File: src/rtl/calendario_param.sv
// calendario_param: BCD day/month/year calendar with true month lengths,
// Gregorian leap years, day-of-week tracking and a validated parallel load.
// One day is added per cycle with en=1 (load=0); load takes priority over en.
// All outputs are registered except leap, which is decoded from the year register.
module calendario_param #(
    parameter int              YEAR_DIGITS = 4,
    parameter logic [15:0]     YEAR_RESET  = 16'h2000,
    parameter logic [2:0]      DOW_RESET   = 3'd6,
    parameter bit              LEAP_EN     = 1'b1
) (
    input  logic                       clk,
    input  logic                       rst,
    input  logic                       en,
    input  logic                       load,
    input  logic [3:0]                 ld_du,
    input  logic [3:0]                 ld_dd,
    input  logic [3:0]                 ld_mu,
    input  logic [3:0]                 ld_md,
    input  logic [4*YEAR_DIGITS-1:0]   ld_year,
    input  logic [2:0]                 ld_dow,
    output logic [3:0]                 du,
    output logic [3:0]                 dd,
    output logic [3:0]                 mu,
    output logic [3:0]                 md,
    output logic [4*YEAR_DIGITS-1:0]   year,
    output logic [2:0]                 dow,
    output logic                       leap,
    output logic                       roll_m,
    output logic                       roll_y,
    output logic                       ld_err
);

    localparam int YW = 4 * YEAR_DIGITS;

    // Two-digit BCD value divisible by 4: even tens need units 0/4/8,
    // odd tens need units 2/6.
    function automatic logic div4(input logic [3:0] t, input logic [3:0] u);
        if (t[0])
            return (u == 4'd2) || (u == 4'd6);
        else
            return (u == 4'd0) || (u == 4'd4) || (u == 4'd8);
    endfunction

    // Gregorian leap test straight from BCD digits. Century years defer to
    // the upper two digits; a two-digit year of 00 is treated as leap.
    function automatic logic leap_of(input logic [YW-1:0] y);
        logic [15:0] y16;
        y16 = 16'(y);
        if (!LEAP_EN)
            return 1'b0;
        else if (y16[7:0] != 8'h00)
            return div4(y16[7:4], y16[3:0]);
        else if (YEAR_DIGITS == 4)
            return div4(y16[15:12], y16[11:8]);
        else
            return 1'b1;
    endfunction

    // Month length as a packed BCD pair {tens, units}.
    function automatic logic [7:0] month_len(input logic [7:0] m, input logic lp);
        case (m)
            8'h04, 8'h06, 8'h09, 8'h11: return 8'h30;
            8'h02:                      return lp ? 8'h29 : 8'h28;
            default:                    return 8'h31;
        endcase
    endfunction

    logic [3:0]    du_q, dd_q, mu_q, md_q;
    logic [3:0]    du_d, dd_d, mu_d, md_d;
    logic [YW-1:0] year_q, year_d;
    logic [2:0]    dow_q, dow_d;
    logic          roll_m_q, roll_m_d;
    logic          roll_y_q, roll_y_d;
    logic          ld_err_q, ld_err_d;

    logic [YW-1:0] year_inc;
    logic          carry;
    logic          ld_digits_ok;
    logic          ld_month_ok;
    logic          ld_day_ok;
    logic          ld_ok;
    logic [7:0]    cur_len;
    logic [7:0]    ld_len;
    logic          month_end;
    logic          year_end;

    assign leap    = leap_of(year_q);
    assign cur_len = month_len({md_q, mu_q}, leap);
    assign ld_len  = month_len({ld_md, ld_mu}, leap_of(ld_year));

    assign month_end = ({dd_q, du_q} == cur_len);
    assign year_end  = month_end && ({md_q, mu_q} == 8'h12);

    // BCD ripple increment of the year; all-9s wraps to all-0s.
    always_comb begin
        year_inc = year_q;
        carry    = 1'b1;
        for (int i = 0; i < YEAR_DIGITS; i++) begin
            if (carry) begin
                if (year_q[4*i +: 4] == 4'd9) begin
                    year_inc[4*i +: 4] = 4'd0;
                end else begin
                    year_inc[4*i +: 4] = year_q[4*i +: 4] + 4'd1;
                    carry = 1'b0;
                end
            end
        end
    end

    // Load validation: every digit BCD, month 01-12, day 01..length, dow 0-6.
    always_comb begin
        ld_digits_ok = (ld_du <= 4'd9) && (ld_dd <= 4'd9) &&
                       (ld_mu <= 4'd9) && (ld_md <= 4'd9);
        for (int i = 0; i < YEAR_DIGITS; i++) begin
            if (ld_year[4*i +: 4] > 4'd9)
                ld_digits_ok = 1'b0;
        end
        ld_month_ok = ((ld_md == 4'd0) && (ld_mu != 4'd0)) ||
                      ((ld_md == 4'd1) && (ld_mu <= 4'd2));
        // BCD pairs with valid digits order the same as their numeric values.
        ld_day_ok   = ({ld_dd, ld_du} != 8'h00) && ({ld_dd, ld_du} <= ld_len);
        ld_ok       = ld_digits_ok && ld_month_ok && ld_day_ok && (ld_dow <= 3'd6);
    end

    // Next-state selection: load beats advance; pulses default low.
    always_comb begin
        du_d     = du_q;
        dd_d     = dd_q;
        mu_d     = mu_q;
        md_d     = md_q;
        year_d   = year_q;
        dow_d    = dow_q;
        roll_m_d = 1'b0;
        roll_y_d = 1'b0;
        ld_err_d = 1'b0;
        if (load) begin
            if (ld_ok) begin
                du_d   = ld_du;
                dd_d   = ld_dd;
                mu_d   = ld_mu;
                md_d   = ld_md;
                year_d = ld_year;
                dow_d  = ld_dow;
            end else begin
                ld_err_d = 1'b1;
            end
        end else if (en) begin
            dow_d = (dow_q == 3'd6) ? 3'd0 : dow_q + 3'd1;
            if (month_end) begin
                du_d     = 4'd1;
                dd_d     = 4'd0;
                roll_m_d = 1'b1;
                if (year_end) begin
                    mu_d     = 4'd1;
                    md_d     = 4'd0;
                    year_d   = year_inc;
                    roll_y_d = 1'b1;
                end else if (mu_q == 4'd9) begin
                    mu_d = 4'd0;
                    md_d = md_q + 4'd1;
                end else begin
                    mu_d = mu_q + 4'd1;
                end
            end else if (du_q == 4'd9) begin
                du_d = 4'd0;
                dd_d = dd_q + 4'd1;
            end else begin
                du_d = du_q + 4'd1;
            end
        end
    end

    // State registers with synchronous active-low reset to 01-01-YEAR_RESET.
    always_ff @(posedge clk) begin
        if (!rst) begin
            du_q     <= 4'd1;
            dd_q     <= 4'd0;
            mu_q     <= 4'd1;
            md_q     <= 4'd0;
            year_q   <= YEAR_RESET[YW-1:0];
            dow_q    <= DOW_RESET;
            roll_m_q <= 1'b0;
            roll_y_q <= 1'b0;
            ld_err_q <= 1'b0;
        end else begin
            du_q     <= du_d;
            dd_q     <= dd_d;
            mu_q     <= mu_d;
            md_q     <= md_d;
            year_q   <= year_d;
            dow_q    <= dow_d;
            roll_m_q <= roll_m_d;
            roll_y_q <= roll_y_d;
            ld_err_q <= ld_err_d;
        end
    end

    assign du     = du_q;
    assign dd     = dd_q;
    assign mu     = mu_q;
    assign md     = md_q;
    assign year   = year_q;
    assign dow    = dow_q;
    assign roll_m = roll_m_q;
    assign roll_y = roll_y_q;
    assign ld_err = ld_err_q;

endmodule

File: config.mk
export PLATFORM = sky130hd
export DESIGN_NAME = calendario_param
export DESIGN_NICKNAME = d
export VERILOG_FILES = /design/src/rtl/calendario_param.sv
export SDC_FILE = /design/constraint.sdc
export NUM_CORES = 1
export LEC_CHECK = 0
export ABC_AREA = 1
export CORE_MARGIN = 10
export CORE_UTILIZATION = 53
export CTS_CLUSTER_SIZE = 30
export DETAILED_ROUTE_END_ITERATION = 10
export PLACE_DENSITY = 0.87
export SLEW_MARGIN = 20
export SYNTH_ARGS = -nofsm -noshare
export SYNTH_HDL_FRONTEND = slang
export SYNTH_SLANG_ARGS = --single-unit
File: constraint.sdc
create_clock -name clk -period 6.2 [get_ports clk]
set_input_delay 1.24 -clock clk [delete_from_list [all_inputs] [get_ports clk]]
set_output_delay 1.24 -clock clk [all_outputs]
set_load 0.005 [all_outputs]
# [After elaboration in Yosys (flattened, before gate mapping)]
# Cells that the tools add are included.
[word_totals] regBits=38 inputBits=39 word_cells=185
[op_classes] n_addsub=9 order_cmp=11 eq_ne=37 muxes=60 n_bitwise=3 n_reduce_logical=53
[ops] cell="$mux W4" count=29
[ops] cell="$mux W16" count=5
[ops] cell="$eq A4 B4 Y1 const B" count=10
[ops] cell="$add A4 B1 Y4 const B" count=8
[ops] cell="$eq A4 B3 Y1 const B" count=8
[ops] cell="$eq A8 B3 Y1 const B" count=4
[ops] cell="$eq A8 B5 Y1 const B" count=3
[ops] cell="$reduce_bool A8 Y1" count=3
[ops] cell="$logic_not A4 Y1" count=5
[ops] cell="$mux W1" count=20
[ops] cell="$pmux W5 S2" count=2
[ops] cell="$eq A4 B2 Y1 const B" count=4
[ops] cell="$eq A8 B2 Y1 const B" count=2
[ops] cell="$eq A8 B4 Y1 const B" count=2
[ops] cell="$gt A4 B4 Y1 const B" count=4
[ops] cell="$le A4 B4 Y1 const B" count=4
[ops] cell="$reduce_and A5 Y1" count=3
[ops] cell="$logic_or A1 B1 Y1" count=13
[ops] cell="$mux W3" count=4
[ops] cell="$reduce_bool A2 Y1" count=6
[ops] cell="$reduce_or A4 Y1" count=3
[ops] cell="$logic_and A1 B1 Y1" count=10
[ops] cell="$eq A8 B8 Y1" count=1
[ops] cell="$le A8 B8 Y1" count=1
[ops] cell="other kinds (13)" count=19

# [Logic depth before layout (Yosys ltp)]
# Gate-level depths: netlist (run 1).
[depth] word_depth=13 depth_mapped=19

# [Least setup slack after synthesis (run 1)]
# No wires, ideal clock.
[synth_path] path_type="input port to flip-flop" from="input port ld_mu[2]" to="register dd_q[2] (netlist: dd[2])" setup_time_ns=0.116 t_arrival_ns=3.226 setup_slack_ns=2.858 path_stages=16 path_buffers=1 path_cell_list="nor2_1 > inv_1 > nor3_1 > nand2_1 > a2111o_1 > o22ai_1 > ha_1 > nand4_1 > nand3_1 > nand4_1 > nand2_2 > buf_4 > nand2_2 > inv_2 > o21ai_0 > nor2_1"
[synth_between] elab_chain_cells=12 word_cells_on_any_way=26 classes_between="3 x order compare; 6 x eq/ne; 5 x mux; 12 x reduce/logical"
[synth_lines] item="start: declaration" line="17" rtl="input logic [3:0] ld_mu,"
[synth_lines] item="parallel branches: the longest is 8 deep, another holds $le A8 B8 Y1"
[synth_lines] item="$logic_and A1 B1 Y1 (*) (2 in series)" line="122" rtl="ld_ok = ld_digits_ok && ld_month_ok && ld_day_ok && (ld_dow <= 3'd6);"
[synth_lines] item="$ne A2 B1 Y1 (no line) (*)"
[synth_lines] item="$reduce_and A3 Y1 (no line) (*)"
[synth_lines] item="end signal: assignment" line="177" rtl="dd_q <= 4'd0;"
[synth_lines] item="end signal: assignment" line="187" rtl="dd_q <= dd_d;"
[synth_lines] item="end: declaration" line="68" rtl="logic [3:0] du_q, dd_q, mu_q, md_q;"
# Mark *: on every way between the ends.
# A chain may end at the register's enable or synchronous reset.

# [Worst setup path in the final report (run 1)]
[layout_path] from="input port ld_mu[2]" to="register md_q[2] (netlist: md[2])"
[layout_between] elab_chain_cells=12 word_cells_on_any_way=26 classes_between="3 x order compare; 6 x eq/ne; 5 x mux; 12 x reduce/logical"
[layout_lines] item="parallel branches: the longest is 8 deep, another holds $le A8 B8 Y1"
[layout_lines] item="$logic_and A1 B1 Y1 (*) (2 in series)" line="122"
[layout_lines] item="$ne A2 B1 Y1 (no line) (*)"
[layout_lines] item="$reduce_and A4 Y1 (no line) (*)"
[layout_lines] item="end signal: assignment" line="189" rtl="md_q <= md_d;"
[layout_lines] item="end: declaration" line="68"
# Marks and branches as above.

==> impl_results.md, run 1 <==
* Final WL at 8.75 mm
* PD cells at 158 nW/µm²
* Post-CTS Resized at 0
* Most used DFF post-synth: dfxtp_1
* Critical path's largest stage delay at 0.45 ns
* Row cnt at 26
* Slowest stage cell, crit path: clkdlybuf4s50_1
* Hold Startpoint: dow[2]
* Worst Setup SP: ld_mu[2]
* Pleak at 1.66 nW
* Startpoint Class: input port
* Finish-stage setup viols at 0
* Drt pass-1 iters at 5
* Register area at 761 µm²
* Post-synth EDFFs at 0
* Syn nets at 503
* First-pass GRT wire length at 14.3 mm
* Clock skew at 0.00369 ns
* Arrival time at the worst endpoint at 4.16 ns
* Most frequent cell after synthesis: nand2_1
* Final #Nets at 575
* Final Cycle Share at 0.639
* Placed inst area at 3660 µm²
* Design area at 3730 µm²
* Final ANT Viol Nets at 0
* Sequential share of the synthesized area at 0.266
* Post-synth top area share at 0.266
* Synth Register Bits at 38
* All-Layer GR Usage at 0.198
* FILL cells at 420
* Antenna diode instance count at 0
* R2R Path Start: md[1]
* Ranking of synthesized cells by area: dfxtp_1 (27%), nand2_1 (12%), inv_1 (8.0%), nor2_1 (7.1%), nand3_1 (6.7%)
* Min-delay worst type: reg2reg
* Hpwl dp at 6.71 mm
* Synth Warn # at 0
* Worst EP required at 6.40 ns
* Max cap viols at 0
* Clk_lat worst skew at 0.30 ns
* Antenna violations before repair at 0
* RSZ-0062 raised after global routing: false
* Core box area at 5170 µm²
* Peak supply drop at 0.134 mV
* Clk sinks at 38
* CTS Root Cell: clkbuf_8
* Rel. slew slack at 0.458
* Worst-margin pin slew at 0.812 ns
* Syn Inst Count at 455
* GR Util met3 at 0.0392
* Asr flop ratio synth at 0
* Area growth from synthesis to layout at 30.7%
* Vias in the first global route at 3035
* Chip width at 93.4 µm
* Number of remaining DRC errors at 0
* Max-slew violations at 0
* CTS Buf Count at 5
* Synth area leader: dfxtp_1
* Post-CTS Setup Bufs at 0
* Max Freq at 253 MHz
* CTS max path bufs at 2
* H-tree depth at 2
* Total gr overflow at 0
* Largest net degree at the start of global routing at 39
* Global routing usage on met2 at 0.346
* Final Hold Vio Count at 0
* DR WL/cell at 14.7 µm
* Global-route met1 utilization at 0.229
* DIE AREA at 8730 µm²
* Most used routing layer: met2
* I/O pin count at 78
* Mapped Avg Cell Area at 6.28 µm²
* Critical path class: in2reg
* CP Capture Type: flop
* Starting DRT DRC Count at 175
* Status: complete, no violations
* Multi-input combinational cell area at 1780 µm²
* Port bufs at 77
* Final setup TNS at 0 ns
* # hold bufs at CTS at 0
* Post-Syn Area at 2860 µm²
* CTS tree: yes
* Vias per cell at 5.43
* Final core occ at 0.722
* Clock-pin slew on the worst setup and hold paths at 0.07 ns
* Layout cell share with drive strength beyond 1 at 0.0569
* Starting Density at 0.552
* GP Congestion at 0.902
* Post-synth top cells: nand2_1 (94), inv_1 (61), nor2_1 (54)
* CP max FO at 13
* Crit path time final at 3.96 ns
* DR vias at 3241
* Die Height at 93.4 µm
* Critical-path cell list: clkdlybuf4s50_1 > nor2_1 > inv_1 > nor3_1 > nand2_1 > a2111o_1 > o22ai_1 > ha_1 > nand2_1 > nand3_1 > nand2_1 > nand3_1 > nand4_1 > nand2_2 > nand2_4 > inv_4 > nand2_2 > nor2_1 > nor2_1
* Library cells used by synthesis at 44
## final timing paths
check | to | slack [ns] | cells after the start
worst max-delay path | md[2] | 2.24 | 19
worst min-delay path | dow[2] | 0.51 | 2
worst max register to register | md[1] | 3.78 | 16
worst min register to register | dow[2] | 0.51 | 2
## cell families (layout without fill, tap and decap cells)
family,after synthesis,in the layout,share of synthesized area
AND/OR/NAND/NOR,232,232,0.373
AO/OA/AOI/OAI,89,89,0.181
buffers and inverters,77,149,0.109
flip-flops,38,38,0.266
XOR/XNOR,10,10,0.0307
adder cells (fa/ha/maj),9,9,0.0394
## per-layer routing
| layer | wire length [µm] | up-vias |
|---|---|---|
| li1 | - | 1651 |
| met1 | 3610 | 1447 |
| met2 | 4290 | 123 |
| met3 | 622 | 20 |
| met4 | 226 | 0 |
| met5 | 0 | - |
## area by class of cell
cell class                      instances  area share
Timing Repair Buffer                   79       0.210
Clock buffer                            7      0.0204
Tap cell                               70      0.0235
Inverter                               63      0.0640
Multi-Input combinational cell        340       0.478
Sequential cell                        38       0.204
## through the flow
step	hold WS (ns)	worst slack (ns)	power, mW	std cells
detailed placement	0.502	1.95	0.427	590
CTS	0.514	2.28	0.591	597
finish	0.512	2.24	0.590	597
floorplan	0.484	2.86	0.355	455
global placement	0.502	2.14	0.423	590
global route	0.541	1.93	0.619	597
## report_power, final
group          internal [mW]  switching, mW
Combinational         0.0741         0.0801
Sequential             0.255         0.0146
Clock                 0.0776         0.0894
Total                  0.406          0.184
## state kept, by name, summed over array words and instances, names as in the netlist
name,flops
year,16
dd,4
du,4
md,4
mu,4
dow,3
ld_err,1
roll_m,1
roll_y,1
## critical path: cells and delay by family
| family | cells | cell delay [ns] |
|---|---|---|
| simple gates | 13 | 1.64 |
| compound gates | 2 | 0.42 |
| buf+inv | 3 | 0.69 |
| fa+ha+maj | 1 | 0.17 |
## cells in the final DEF, fill, tap and decap left out, types with 2 or more instances in the layout
cell,instances
a211oi_1,2
a21oi_1,25
a21oi_2,2
a22oi_1,2
buf_4,2
clkbuf_1,2
clkbuf_8,5
clkdlybuf4s50_1,77
dfxtp_1,38
ha_1,9
inv_1,61
nand2_1,94
nand2_2,9
nand3_1,38
nand3_2,3
nand4_1,12
nor2_1,54
nor2_2,2
nor3_1,6
nor3b_1,5
nor4_1,2
o211ai_1,5
o21a_1,2
o21ai_0,33
o21ai_1,3
o21bai_1,2
o221ai_1,2
o22ai_1,5
o31ai_1,3
xnor2_1,2
xor2_1,8
Note: power is estimated with default switching activity, not from simulation.
==> run 2: changes to the inputs <==
--- a/config.mk
+++ b/config.mk
@@ -7,10 +7,10 @@
 export LEC_CHECK = 0
 export ABC_AREA = 1
 export CORE_MARGIN = 10
-export CORE_UTILIZATION = 53
+export CORE_UTILIZATION = 49
 export CTS_CLUSTER_SIZE = 30
 export DETAILED_ROUTE_END_ITERATION = 10
-export PLACE_DENSITY = 0.87
+export PLACE_DENSITY = 0.81
 export SLEW_MARGIN = 20
 export SYNTH_ARGS = -nofsm -noshare
 export SYNTH_HDL_FRONTEND = slang
==> constraint.sdc (replaced) <==
create_clock -name clk -period 3.9 [get_ports clk]
set_input_delay 0.78 -clock clk [delete_from_list [all_inputs] [get_ports clk]]
set_output_delay 0.78 -clock clk [all_outputs]
set_load 0.005 [all_outputs]
==> impl_results.md, run 2 (synthesized netlist as in run 1, its figures left out) <==
* Final ANT Viol Nets at 0
* Critical-path cell list: clkdlybuf4s50_1 > nor2_1 > inv_1 > nor3_1 > nand2_1 > a2111o_1 > o22ai_1 > ha_1 > nand2_1 > nand3_1 > nand2_1 > nand3_1 > nand4_1 > nand2_2 > nand2_4 > inv_4 > nand3_2 > nand2_1 > inv_1 > nor2_1
* Final #Nets at 576
* Max Freq at 287 MHz
* CP Capture Type: flop
* CP max FO at 13
* Switching Power at 0.296 mW
* Worst EP required at 4.13 ns
* Chip width at 96.4 µm
* Worst-margin pin slew at 0.705 ns
* Final Cycle Share at 0.895
* Core box area at 5570 µm²
* CTS max path bufs at 2
* Internal reg-to-reg setup slack at 1.46 ns
* Hpwl dp at 6.84 mm
* Share of power burned in registers at 0.446
* Slowest stage cell, crit path: clkdlybuf4s50_1
* Post-CTS Resized at 0
* Crit path time final at 3.49 ns
* Row cnt at 27
* H-tree depth at 2
* Startpoint Class: input port
* Final Hold Vio Count at 0
* DR WL/cell at 14.7 µm
* Rel. slew slack at 0.526
* Worst hold slack at 0.512 ns
* Clk_lat worst skew at 0.29 ns
* Finish-stage setup viols at 0
* All-Layer GR Usage at 0.193
* I/O pin count at 78
* Port bufs at 77
* Peak supply drop at 0.164 mV
* Clock-pin slew on the worst setup and hold paths at 0.08 ns
* Clk sinks at 38
* RSZ-0062 raised after global routing: false
* Pleak at 1.67 nW
* Commonest cells after routing, fill and taps aside: nand2_1 (94), clkdlybuf4s50_1 (77), inv_1 (61)
* Die Height at 96.4 µm
* Most frequent CP cell: nand2_1
* Total gr overflow at 0
* Internal Pwr Total at 0.666 mW
* GP Congestion at 0.954
* Comb power frac at 0.256
* Antenna diode instance count at 0
* Sw Ratio at 0.308
* Arrival time at the worst endpoint at 3.72 ns
* Max cap viols at 0
* Status: complete, no violations
* Vias per cell at 5.38
* Power share of the clock group at 0.298
* Critical path's largest stage delay at 0.46 ns
* Max-slew violations at 0
* Antenna violations before repair at 0
* DR vias at 3231
* Vias in the first global route at 3100
* DIE AREA at 9280 µm²
* First-pass GRT wire length at 14.6 mm
* CTS tree: yes
* Drt pass-1 iters at 5
* Min-delay worst type: reg2reg
* Starting Density at 0.512
* Clock skew at 0.00656 ns
* Final WL at 8.86 mm
* Largest net degree at the start of global routing at 39
* Area growth from synthesis to layout at 31.6%
* # hold bufs at CTS at 0
* Most common cell after layout, fill and taps aside: nand2_1
* Number of remaining DRC errors at 0
* PD cells at 256 nW/µm²
* CTS Buf Count at 5
* Final setup TNS at 0 ns
* Layout cell share with drive strength beyond 1 at 0.0624
* Post-CTS Setup Bufs at 0
* Starting DRT DRC Count at 177
* CTS Root Cell: clkbuf_8
* Largest register FFs at 16
* Critical path class: in2reg
-- run 2: cell count changes in the layout (fill, tap and decap cells not counted), sizes merged --
cell	change
buf	+1
clkinv	+1
-- run 2: cell type report --
class | count | area (µm²)
sequential | 38 | 761
inverter | 63 | 239
clock inverter | 1 | 5.00
fill | 508 | 1820
multi-input combinational | 340 | 1780
tap | 72 | 90.1
clock buffer | 7 | 86.3
timing repair buffer | 80 | 793
-- run 2: worst paths after layout --
check	start	end	cells after the start
max	ld_mu[2]	year[12]	20
min reg2reg	dd[1]	dd[1]	2
max reg2reg	md[0]	md[1]	14
min	dd[1]	dd[1]	2
-- run 2: per-stage QoR --
step / instance area (µm²) / std cells / total power, mW / util / setup WS [ns]
after floorplan: 2860 / 455 / 0.564 / - / 1.02
after global placement: 3670 / 593 / 0.677 / 0.658 / 0.302
after detailed placement: 3670 / 593 / 0.681 / 0.658 / 0.151
after CTS: 3760 / 601 / 0.962 / 0.674 / 0.432
after global routing: 3760 / 601 / 1.01 / 0.674 / 0.118
final: 3760 / 601 / 0.962 / 0.674 / 0.410
-- run 2: per-layer routing --
metal / vias to the layer above / part of all wire / GRT usage
met3: 12 / 0.089 / 0.0514
met2: 127 / 0.48 / 0.327
met5: - / 0 / 0
li1: 1653 / - / -
met1: 1439 / 0.41 / 0.235
met4: 0 / 0.016 / 0.0545
-- run 2: power groups by stage --
stage | registers, mW | logic, mW | clock network (mW)
after floorplan | 0.434 | 0.130 | 0
after global placement | 0.437 | 0.240 | 0
after detailed placement | 0.437 | 0.244 | 0
after CTS | 0.428 | 0.246 | 0.288
after global routing | 0.432 | 0.275 | 0.305
final | 0.429 | 0.246 | 0.287
-- run 2: critical path: cells and delay by family --
kind	cells	cell delay (ns)
AND/OR/NAND/NOR	13	1.61
AO/OA/AOI/OAI	2	0.41
buffers and inverters	4	0.74
adder cells (fa/ha/maj)	1	0.16
==> run 3: changes to the inputs <==
--- a/config.mk
+++ b/config.mk
@@ -6,6 +6,7 @@
 export NUM_CORES = 1
 export LEC_CHECK = 0
 export ABC_AREA = 1
+export CAP_MARGIN = 20
 export CORE_MARGIN = 10
 export CORE_UTILIZATION = 49
 export CTS_CLUSTER_SIZE = 30
==> constraint.sdc (replaced) <==
create_clock -name clk -period 3.9 [get_ports clk]
set_input_delay 0.78 -clock clk [delete_from_list [all_inputs] [get_ports clk]]
set_output_delay 0.78 -clock clk [all_outputs]
set_load 0.02 [all_outputs]
==> results of run 3 <==
The final DEF is identical to that of run 2. Status: complete, no violations.
Among the figures that moved: total power 0.962 mW -> 0.983 mW; worst IR drop on VDD 0.164 mV -> 0.172 mV
